==> config.mk <==
export PLATFORM = sky130hd
export DESIGN_NAME = eth_rx_slot_writer
export DESIGN_NICKNAME = d
export VERILOG_FILES = /design/src/rtl/eth_rx_slot_writer_pkg.sv /design/src/rtl/eth_rx_slot_writer_slot_ring.sv /design/src/rtl/eth_rx_slot_writer.sv
export SDC_FILE = /design/constraint.sdc
export NUM_CORES = 1
export LEC_CHECK = 0
export BUFFER_PORTS_ARGS = -buffer_cell sky130_fd_sc_hd__buf_2
export CAP_MARGIN = 20
export CORE_MARGIN = 5
export CORE_UTILIZATION = 50
export CTS_CLUSTER_SIZE = 40
export DETAILED_ROUTE_END_ITERATION = 7
export GPL_ROUTABILITY_DRIVEN = 0
export GPL_TIMING_DRIVEN = 0
export PLACE_DENSITY = 0.79
export SLEW_MARGIN = 20
export SYNTH_ARGS = -nofsm -noshare
export SYNTH_HDL_FRONTEND = slang
export SYNTH_SLANG_ARGS = --single-unit
==> constraint.sdc <==
create_clock -name clk_i -period 5.8 [get_ports clk_i]
set_input_delay 0 -clock clk_i [delete_from_list [all_inputs] [get_ports clk_i]]
set_output_delay 0 -clock clk_i [all_outputs]
set_load 0.1 [all_outputs]
==> src/rtl/eth_rx_slot_writer_pkg.sv <==
// Shared definitions for the Ethernet RX slot writer: address split, FSM
// state encoding and the per-frame completion record.
package eth_rx_slot_writer_pkg;

    localparam int unsigned SLOT_W        = 3;
    localparam int unsigned ADDR_W        = 13;
    localparam int unsigned LEN_W         = 11;
    localparam int unsigned MAX_BYTES_DEF = 1536;
    localparam int unsigned HW_W          = ADDR_W - SLOT_W;

    localparam logic [1:0] ST_IDLE   = 2'd0;
    localparam logic [1:0] ST_RECV   = 2'd1;
    localparam logic [1:0] ST_DROP   = 2'd2;
    localparam logic [1:0] ST_COMMIT = 2'd3;

    typedef enum logic [1:0] {
        S_IDLE   = ST_IDLE,
        S_RECV   = ST_RECV,
        S_DROP   = ST_DROP,
        S_COMMIT = ST_COMMIT
    } eth_rx_wr_state_e;

    typedef struct packed {
        logic [SLOT_W-1:0] slot;
        logic [LEN_W-1:0]  len;
        logic              err;
    } eth_rx_done_t;

endpackage

==> src/rtl/eth_rx_slot_writer_slot_ring.sv <==
// Slot ring: next write slot and occupancy count, arbitrating frame commits
// against software releases.
module eth_slot_ring
    import eth_rx_slot_writer_pkg::*;
#(
    parameter int unsigned NUM_SLOTS = 8
) (
    input  logic              clk_i,
    input  logic              rst_ni,
    input  logic              commit_i,
    input  logic              release_i,
    output logic [SLOT_W-1:0] wr_slot_o,
    output logic [3:0]        slots_used_o,
    output logic              full_o
);

    logic [SLOT_W-1:0] wr_slot_q, wr_slot_d;
    logic [3:0]        used_q, used_d;
    logic              rel_ok;

    // A release against an empty ring is dropped; commit+release cancel out.
    assign rel_ok = release_i && (used_q != '0);

    always_comb begin
        wr_slot_d = wr_slot_q;
        used_d    = used_q;
        if (commit_i) begin
            wr_slot_d = wr_slot_q + SLOT_W'(1);
        end
        unique case ({commit_i, rel_ok})
            2'b10:   used_d = used_q + 4'd1;
            2'b01:   used_d = used_q - 4'd1;
            default: used_d = used_q;
        endcase
    end

    always_ff @(posedge clk_i or negedge rst_ni) begin
        if (!rst_ni) begin
            wr_slot_q <= '0;
            used_q    <= '0;
        end else begin
            wr_slot_q <= wr_slot_d;
            used_q    <= used_d;
        end
    end

    assign wr_slot_o    = wr_slot_q;
    assign slots_used_o = used_q;
    assign full_o       = (used_q == 4'(NUM_SLOTS));

endmodule

==> src/rtl/eth_rx_slot_writer.sv <==
// Ethernet RX write stage: streams MAC bytes into 2 KiB slots of the frame
// memory and emits one completion record per stored frame.
module eth_rx_slot_writer
    import eth_rx_slot_writer_pkg::*;
#(
    parameter int unsigned NUM_SLOTS = 8,
    parameter int unsigned MAX_BYTES = MAX_BYTES_DEF
) (
    input  logic        clk_i,
    input  logic        rst_ni,
    input  logic [7:0]  rx_data_i,
    input  logic        rx_valid_i,
    input  logic        rx_last_i,
    input  logic        rx_err_i,
    output logic        rx_ready_o,
    output logic [12:0] mem_addr_o,
    output logic [15:0] mem_din_o,
    output logic [1:0]  mem_we_o,
    output logic        mem_en_o,
    output logic        done_valid_o,
    input  logic        done_ready_i,
    output logic [2:0]  done_slot_o,
    output logic [10:0] done_len_o,
    output logic        done_err_o,
    input  logic        release_i,
    output logic [3:0]  slots_used_o,
    output logic [15:0] drop_cnt_o
);

    localparam logic [LEN_W-1:0] MAX_LEN = LEN_W'(MAX_BYTES);

    eth_rx_wr_state_e  state_q, state_d;
    logic [LEN_W-1:0]  count_q, count_d;
    logic              err_q, err_d;
    logic [ADDR_W-1:0] addr_q, addr_d;
    logic [15:0]       din_q, din_d;
    logic [1:0]        we_q, we_d;
    eth_rx_done_t      done_q, done_d;
    logic [15:0]       drop_q, drop_d;
    logic [LEN_W-1:0]  len_nx;
    logic              err_nx;
    logic [SLOT_W-1:0] wr_slot;
    logic              full;
    logic              accept;
    logic              commit;

    assign rx_ready_o = (state_q != S_COMMIT);
    assign accept     = rx_valid_i && rx_ready_o;
    assign commit     = (state_q == S_COMMIT) && done_ready_i;

    eth_slot_ring #(
        .NUM_SLOTS(NUM_SLOTS)
    ) u_ring (
        .clk_i       (clk_i),
        .rst_ni      (rst_ni),
        .commit_i    (commit),
        .release_i   (release_i),
        .wr_slot_o   (wr_slot),
        .slots_used_o(slots_used_o),
        .full_o      (full)
    );

    always_comb begin
        state_d = state_q;
        count_d = count_q;
        err_d   = err_q;
        addr_d  = addr_q;
        din_d   = din_q;
        we_d    = '0;
        done_d  = done_q;
        drop_d  = drop_q;
        len_nx  = count_q;
        err_nx  = err_q | rx_err_i;
        unique case (state_q)
            S_IDLE: begin
                if (accept && !full) begin
                    addr_d  = {wr_slot, {HW_W{1'b0}}};
                    din_d   = {rx_data_i, rx_data_i};
                    we_d    = 2'b01;
                    count_d = LEN_W'(1);
                    err_d   = rx_err_i;
                    if (rx_last_i) begin
                        state_d     = S_COMMIT;
                        done_d.slot = wr_slot;
                        done_d.len  = LEN_W'(1);
                        done_d.err  = rx_err_i;
                    end else begin
                        state_d = S_RECV;
                    end
                end else if (accept) begin
                    if (drop_q != '1) begin
                        drop_d = drop_q + 16'd1;
                    end
                    if (!rx_last_i) begin
                        state_d = S_DROP;
                    end
                end
            end
            S_RECV: begin
                if (accept) begin
                    // Bytes past the slot capacity are discarded but flag the frame.
                    if (count_q < MAX_LEN) begin
                        addr_d = {wr_slot, count_q[LEN_W-1:1]};
                        din_d  = {rx_data_i, rx_data_i};
                        we_d   = count_q[0] ? 2'b10 : 2'b01;
                        len_nx = count_q + LEN_W'(1);
                    end else begin
                        err_nx = 1'b1;
                    end
                    count_d = len_nx;
                    err_d   = err_nx;
                    if (rx_last_i) begin
                        state_d     = S_COMMIT;
                        done_d.slot = wr_slot;
                        done_d.len  = len_nx;
                        done_d.err  = err_nx;
                    end
                end
            end
            S_DROP: begin
                if (accept && rx_last_i) begin
                    state_d = S_IDLE;
                end
            end
            S_COMMIT: begin
                if (done_ready_i) begin
                    state_d = S_IDLE;
                end
            end
            default: state_d = S_IDLE;
        endcase
    end

    always_ff @(posedge clk_i or negedge rst_ni) begin
        if (!rst_ni) begin
            state_q <= S_IDLE;
            count_q <= '0;
            err_q   <= 1'b0;
            addr_q  <= '0;
            din_q   <= '0;
            we_q    <= '0;
            done_q  <= '0;
            drop_q  <= '0;
        end else begin
            state_q <= state_d;
            count_q <= count_d;
            err_q   <= err_d;
            addr_q  <= addr_d;
            din_q   <= din_d;
            we_q    <= we_d;
            done_q  <= done_d;
            drop_q  <= drop_d;
        end
    end

    assign mem_addr_o   = addr_q;
    assign mem_din_o    = din_q;
    assign mem_we_o     = we_q;
    assign mem_en_o     = |we_q;
    assign done_valid_o = (state_q == S_COMMIT);
    assign done_slot_o  = done_q.slot;
    assign done_len_o   = done_q.len;
    assign done_err_o   = done_q.err;
    assign drop_cnt_o   = drop_q;

endmodule

# == After elaboration in Yosys (flattened, before gate mapping) ==
# Cells that the tools add are included.
# op_classes
addsub,5
n_lt_le_gt_ge,1
n_eq_ne,17
muxes,36
n_bitwise,2
n_reduce_logical,16
# ops
cell,count
15-bit two-way mux,4
16-bit two-way mux,3
13-bit two-way mux,3
11-bit two-way mux,3
16-bit one-hot mux with 2 select lines,1
15-bit one-hot mux with 2 select lines,1
13-bit one-hot mux with 2 select lines,1
2-bit two-way mux,11
11-bit one-hot mux with 2 select lines,1
"16-bit by 1-bit adder with 16-bit output, second input constant",1
"16-bit inequality test, second input constant",1
"2-bit inequality test, second input constant",7
"11-bit by 1-bit adder with 11-bit output, second input constant",1
"11-bit < comparator, second input constant",1
2-bit one-hot mux with 4 select lines,1
4-bit one-hot mux with 2 select lines,1
4-bit AND reduction,2
"2-bit == test, second input constant",3
"3-bit inequality test, second input constant",2
6-bit AND reduction,1
1-bit logical AND,5
5-bit AND reduction,1
"4-bit by 1-bit adder with 4-bit output, second input constant",1
"2-bit by 1-bit == test with 1-bit output, second input constant",2
15 further kinds,19
# totals
ff_bits,83
inputBits,15
out_inout_bits,69

# == Logic depth before layout (Yosys ltp) ==
# depth
word_depth,5
ltp_mapped,9
mapped_depth_nobuf,9

# == By module ==
# A second synthesis with hierarchy kept.
# unflattened
hier_cells,352
area_unflattened_um2,3723.6
# by_module_without_submodules
module,instances,cells_per_inst,area_each_um2,seq_area_each_um2
eth_rx_slot_writer,1,313,3264.4,1701.6
eth_slot_ring,1,39,459.2,175.2

# == Worst setup path before layout ==
# No wires, ideal clock.
# synth_timing
path_kind,reg-to-reg
startpoint,register state_q[0]
endpoint,register u_ring.used_q[2] (netlist: u_ring.slots_used_o[2])
setup_ps,165
arrival_time_ps,2573
path_slack_ps,3061
stages_incl_launch_ff,10
path_buffers,0
path_cell_list,dfrtp_1 -> and2_1 -> nand2_1 -> ha_1 -> xor2_1 -> ha_1 -> a21oi_1 -> xor2_1 -> nor2_1 -> xor2_1
# synth_between
elab_chain_len,4
# synth_rtl
element,line_no,source
from (decl),eth_rx_slot_writer.sv:32,"eth_rx_wr_state_e state_q, state_d;"
from (signal assigned),eth_rx_slot_writer.sv:145,state_q <= state_d;
2-bit == test (*),--,
via done_valid_o,eth_rx_slot_writer.sv:20,"output logic done_valid_o,"
1-bit logical AND (*),eth_rx_slot_writer.sv:49,assign commit = (state_q == S_COMMIT) && done_ready_i;
2-bit by 1-bit == test with 1-bit output / 2-bit == test (equally long branches),eth_rx_slot_writer_slot_ring.sv:30,"unique case ({commit_i, rel_ok})"
4-bit one-hot mux with 2 select lines / 2-bit nonzero test (equally long branches),--,
to (signal assigned),eth_rx_slot_writer_slot_ring.sv:43,used_q <= used_d;
to (decl),eth_rx_slot_writer_slot_ring.sv:18,"logic [3:0] used_q, used_d;"
# The timed path passes the listed nets; every way through them passes the cells marked *.
# A chain may end at the register's enable or synchronous reset.

# == Final worst setup path ==
# layout_timing
startpoint,register u_ring.used_q[1] (netlist: u_ring.slots_used_o[1])
endpoint,register u_ring.used_q[2] (netlist: u_ring.slots_used_o[2])
# layout_between
elab_chain_len,4
# layout_rtl
element
"parallel branches: the longest is 4 deep, another holds 4-bit by 1-bit subtractor with 4-bit output"
# Parallel ways; which one is timed is not known.

==> flow_summary.ini <==
[status]
status = finished clean

[logic_synthesis]
synth.avg_cell_area_um2 = 10.7
yosysWarningCount = 0
yosys.area.top_type = dfrtp_1
synth_ff_type = dfrtp_1
async_flop_share_pct = 100
synth_area_mm2 = 0.00362
synth_edf_count = 0
syn-num-nets = 362
synth_top_cell_area_share_pct = 51.8
ys_seq_elements = 75
synth_area_leaders = dfrtp_1 52%, nand2_1 5.3%, mux2_2 5.0%, o21ai_0 3.7%, xnor2_1 3.6%
syn_inst = 339
seq_area_frac_synth_pct = 51.8
ys_types = 55

[sta]
period_needed_ps = 2210
finalCritPeriodShare_pct = 38.2
finClkSkew_ps = 8.81
relSlewSlack_pct = 61.8
tightest_slew_ps = 569
drv_slew = 0
setup_violations = 0
fin_setup_tns_ps = 0
fmax_mhz = 452
rsz0062_at_grt = false
hold_viol = 0

[floorplan]
dieWidth_um = 95.1
die_area_mm2 = 0.00905
initial_core_util_pct = 50.8
io_pins = 84
core_area_mm2 = 0.00714
rows = 31
die_y_um = 95.1

[global_routing]
grt_pass1_wl_um = 13100
antenna_found_initial = 0
grt_pass1_vias = 2726
grt_max_degree = 54
grt_usage_pct = 18.4
grt_overflow = 0

[layout]
diodes = 0
n_fill_cell = 610
syn_to_final_growth_pct = 24.9
drive_above_1_share_pct = 31.3
final_cell_mix = 84 x buf_2, 75 x dfrtp_1, 51 x nand2_1
mostFrequentLayoutCell = buf_2
multiInputGateArea_mm2 = 0.00157
regArea_mm2 = 0.00188
layout.nets = 468

[detailed_routing]
wl_um = 7860
first_iter_violations = 223
num_vias = 2867
ant_nets = 0
viasPerCell = 5.22
drc = 0
detail_route.first_pass.iterations = 4
wl_per_cell_um = 14.3

[clock_tree]
clock-sinks = 75
worstSkewPairLatency_ps = 350
clk_path_buf_depth = 2
path_clk_slew_ps = 80
cts-root-buf = clkbuf_8
cts_tree = built
cts_buffers = 9
htreeDepth = 3

[critical_path]
end_kind = flop
regToRegSetupSlack_ps = 3590
crit_path_start_kind = flop
r2r_end = u_ring.slots_used_o[2]
cp.arrival_ps = 2440
reg2reg_from = u_ring.slots_used_o[1]
r2r_cells = 9
worst_ep_required_time_ps = 6020
cp_max_fo = 9
path_class = flop to flop

[place]
io_buffer_count = 82
dp_hpwl_um = 5690

[run]
max_cap_violations = 0

[hold_path]
hold_class = input port to async pin
-- synth_stat cells, types with 7 or more instances --
library cell / number
nand2_1: 51
a21oi_1: 13
xor2_1: 14
mux2_2: 16
o21ai_0: 27
and3_1: 7
ha_1: 8
buf_4: 8
xnor2_1: 15
nand3_1: 12
o31ai_1: 7
dfrtp_1: 75
nor2_1: 13
inv_1: 8
-- kinds of logic (layout without fill, tap and decap cells) --
| group | count (synthesis) | after routing | synth area share, % |
|---|---|---|---|
| AOI/OAI and AO/OA | 63 | 63 | 10.5 |
| xor gates and xnor gates | 29 | 29 | 7.01 |
| adders and majority gates | 8 | 8 | 2.76 |
| buffers and inverters | 29 | 140 | 4.77 |
| DFF | 75 | 75 | 51.8 |
| muxes | 18 | 18 | 5.52 |
| and+or+nand+nor | 117 | 117 | 17.6 |
-- layout make-up --
| class | instances | area share, % |
|---|---|---|
| Inverter | 8 | 0.663 |
| Clock buffer | 12 | 3.21 |
| Buffer | 21 | 3.15 |
| Sequential cell | 75 | 41.5 |
| Timing Repair Buffer | 95 | 12.4 |
| Tap cell | 99 | 2.74 |
| Multi-Input combinational cell | 235 | 34.8 |
| Clock inverter | 4 | 1.63 |
-- worst max-delay path by stage --
| stage | cells after the start | start | slack [ps] | end |
|---|---|---|---|---|
| CTS | 9 | u_ring.slots_used_o[1] | 3570 | u_ring.slots_used_o[2] |
| global placement | 9 | u_ring.slots_used_o[1] | 3650 | u_ring.slots_used_o[2] |
| floorplan | 9 | state_q[0] | 3060 | u_ring.slots_used_o[2] |
| finish | 9 | u_ring.slots_used_o[1] | 3590 | u_ring.slots_used_o[2] |
| detailed placement | 9 | u_ring.slots_used_o[1] | 3600 | u_ring.slots_used_o[2] |
| global route | 9 | u_ring.slots_used_o[1] | 3440 | u_ring.slots_used_o[2] |
-- registers in the layout, summed over array words and instances (netlist names) --
| register | cells |
|---|---|
| drop_cnt_o | 16 |
| mem_addr_o | 13 |
| count_q | 11 |
| done_len_o | 11 |
| mem_din_o | 8 |
| u_ring.slots_used_o | 4 |
| done_slot_o | 3 |
| u_ring.wr_slot_o | 3 |
| mem_we_o | 2 |
| state_q | 2 |
| done_err_o | 1 |
| err_q | 1 |
-- critical path: stages, from the launching register on --
cell     delay [ps]
dfrtp_1         400
buf_6           140
o41a_1          440
ha_1            270
xor2_1          170
ha_1            180
a21oi_1         140
xor2_1          160
nor2_1           60
xor2_1          140
-- metrics by stage --
stage	instance area (um2)	worst slack, ps	util, %	hold WS (ps)	instances
after floorplan	3620	3060	-	-296	339
after global placement	4160	3650	58.3	233	520
after detailed placement	4190	3600	58.7	-79.1	521
after CTS	4530	3570	63.4	106	549
after global routing	4530	3440	63.4	119	549
final	4530	3590	63.4	83.3	549
-- repair_timing --
item                                   CTS  global route
setup buffers                            0             0
hold buffers                            12             0
endpoints found under the hold margin   89             0
resized for setup                        0             0
-- metal layers --
metal	share of wire (%)	track usage, %	routed length (um)	vias to the layer above
met5	0	0	0	-
met4	2.0	7.33	161	0
met3	4.7	3.71	372	14
met2	50	30.6	3910	69
met1	43	23.7	3420	1393
li1	-	-	-	1391
Power is not shown: default switching activity piles up to over one toggle a cycle in this logic, so the estimate is an artifact.
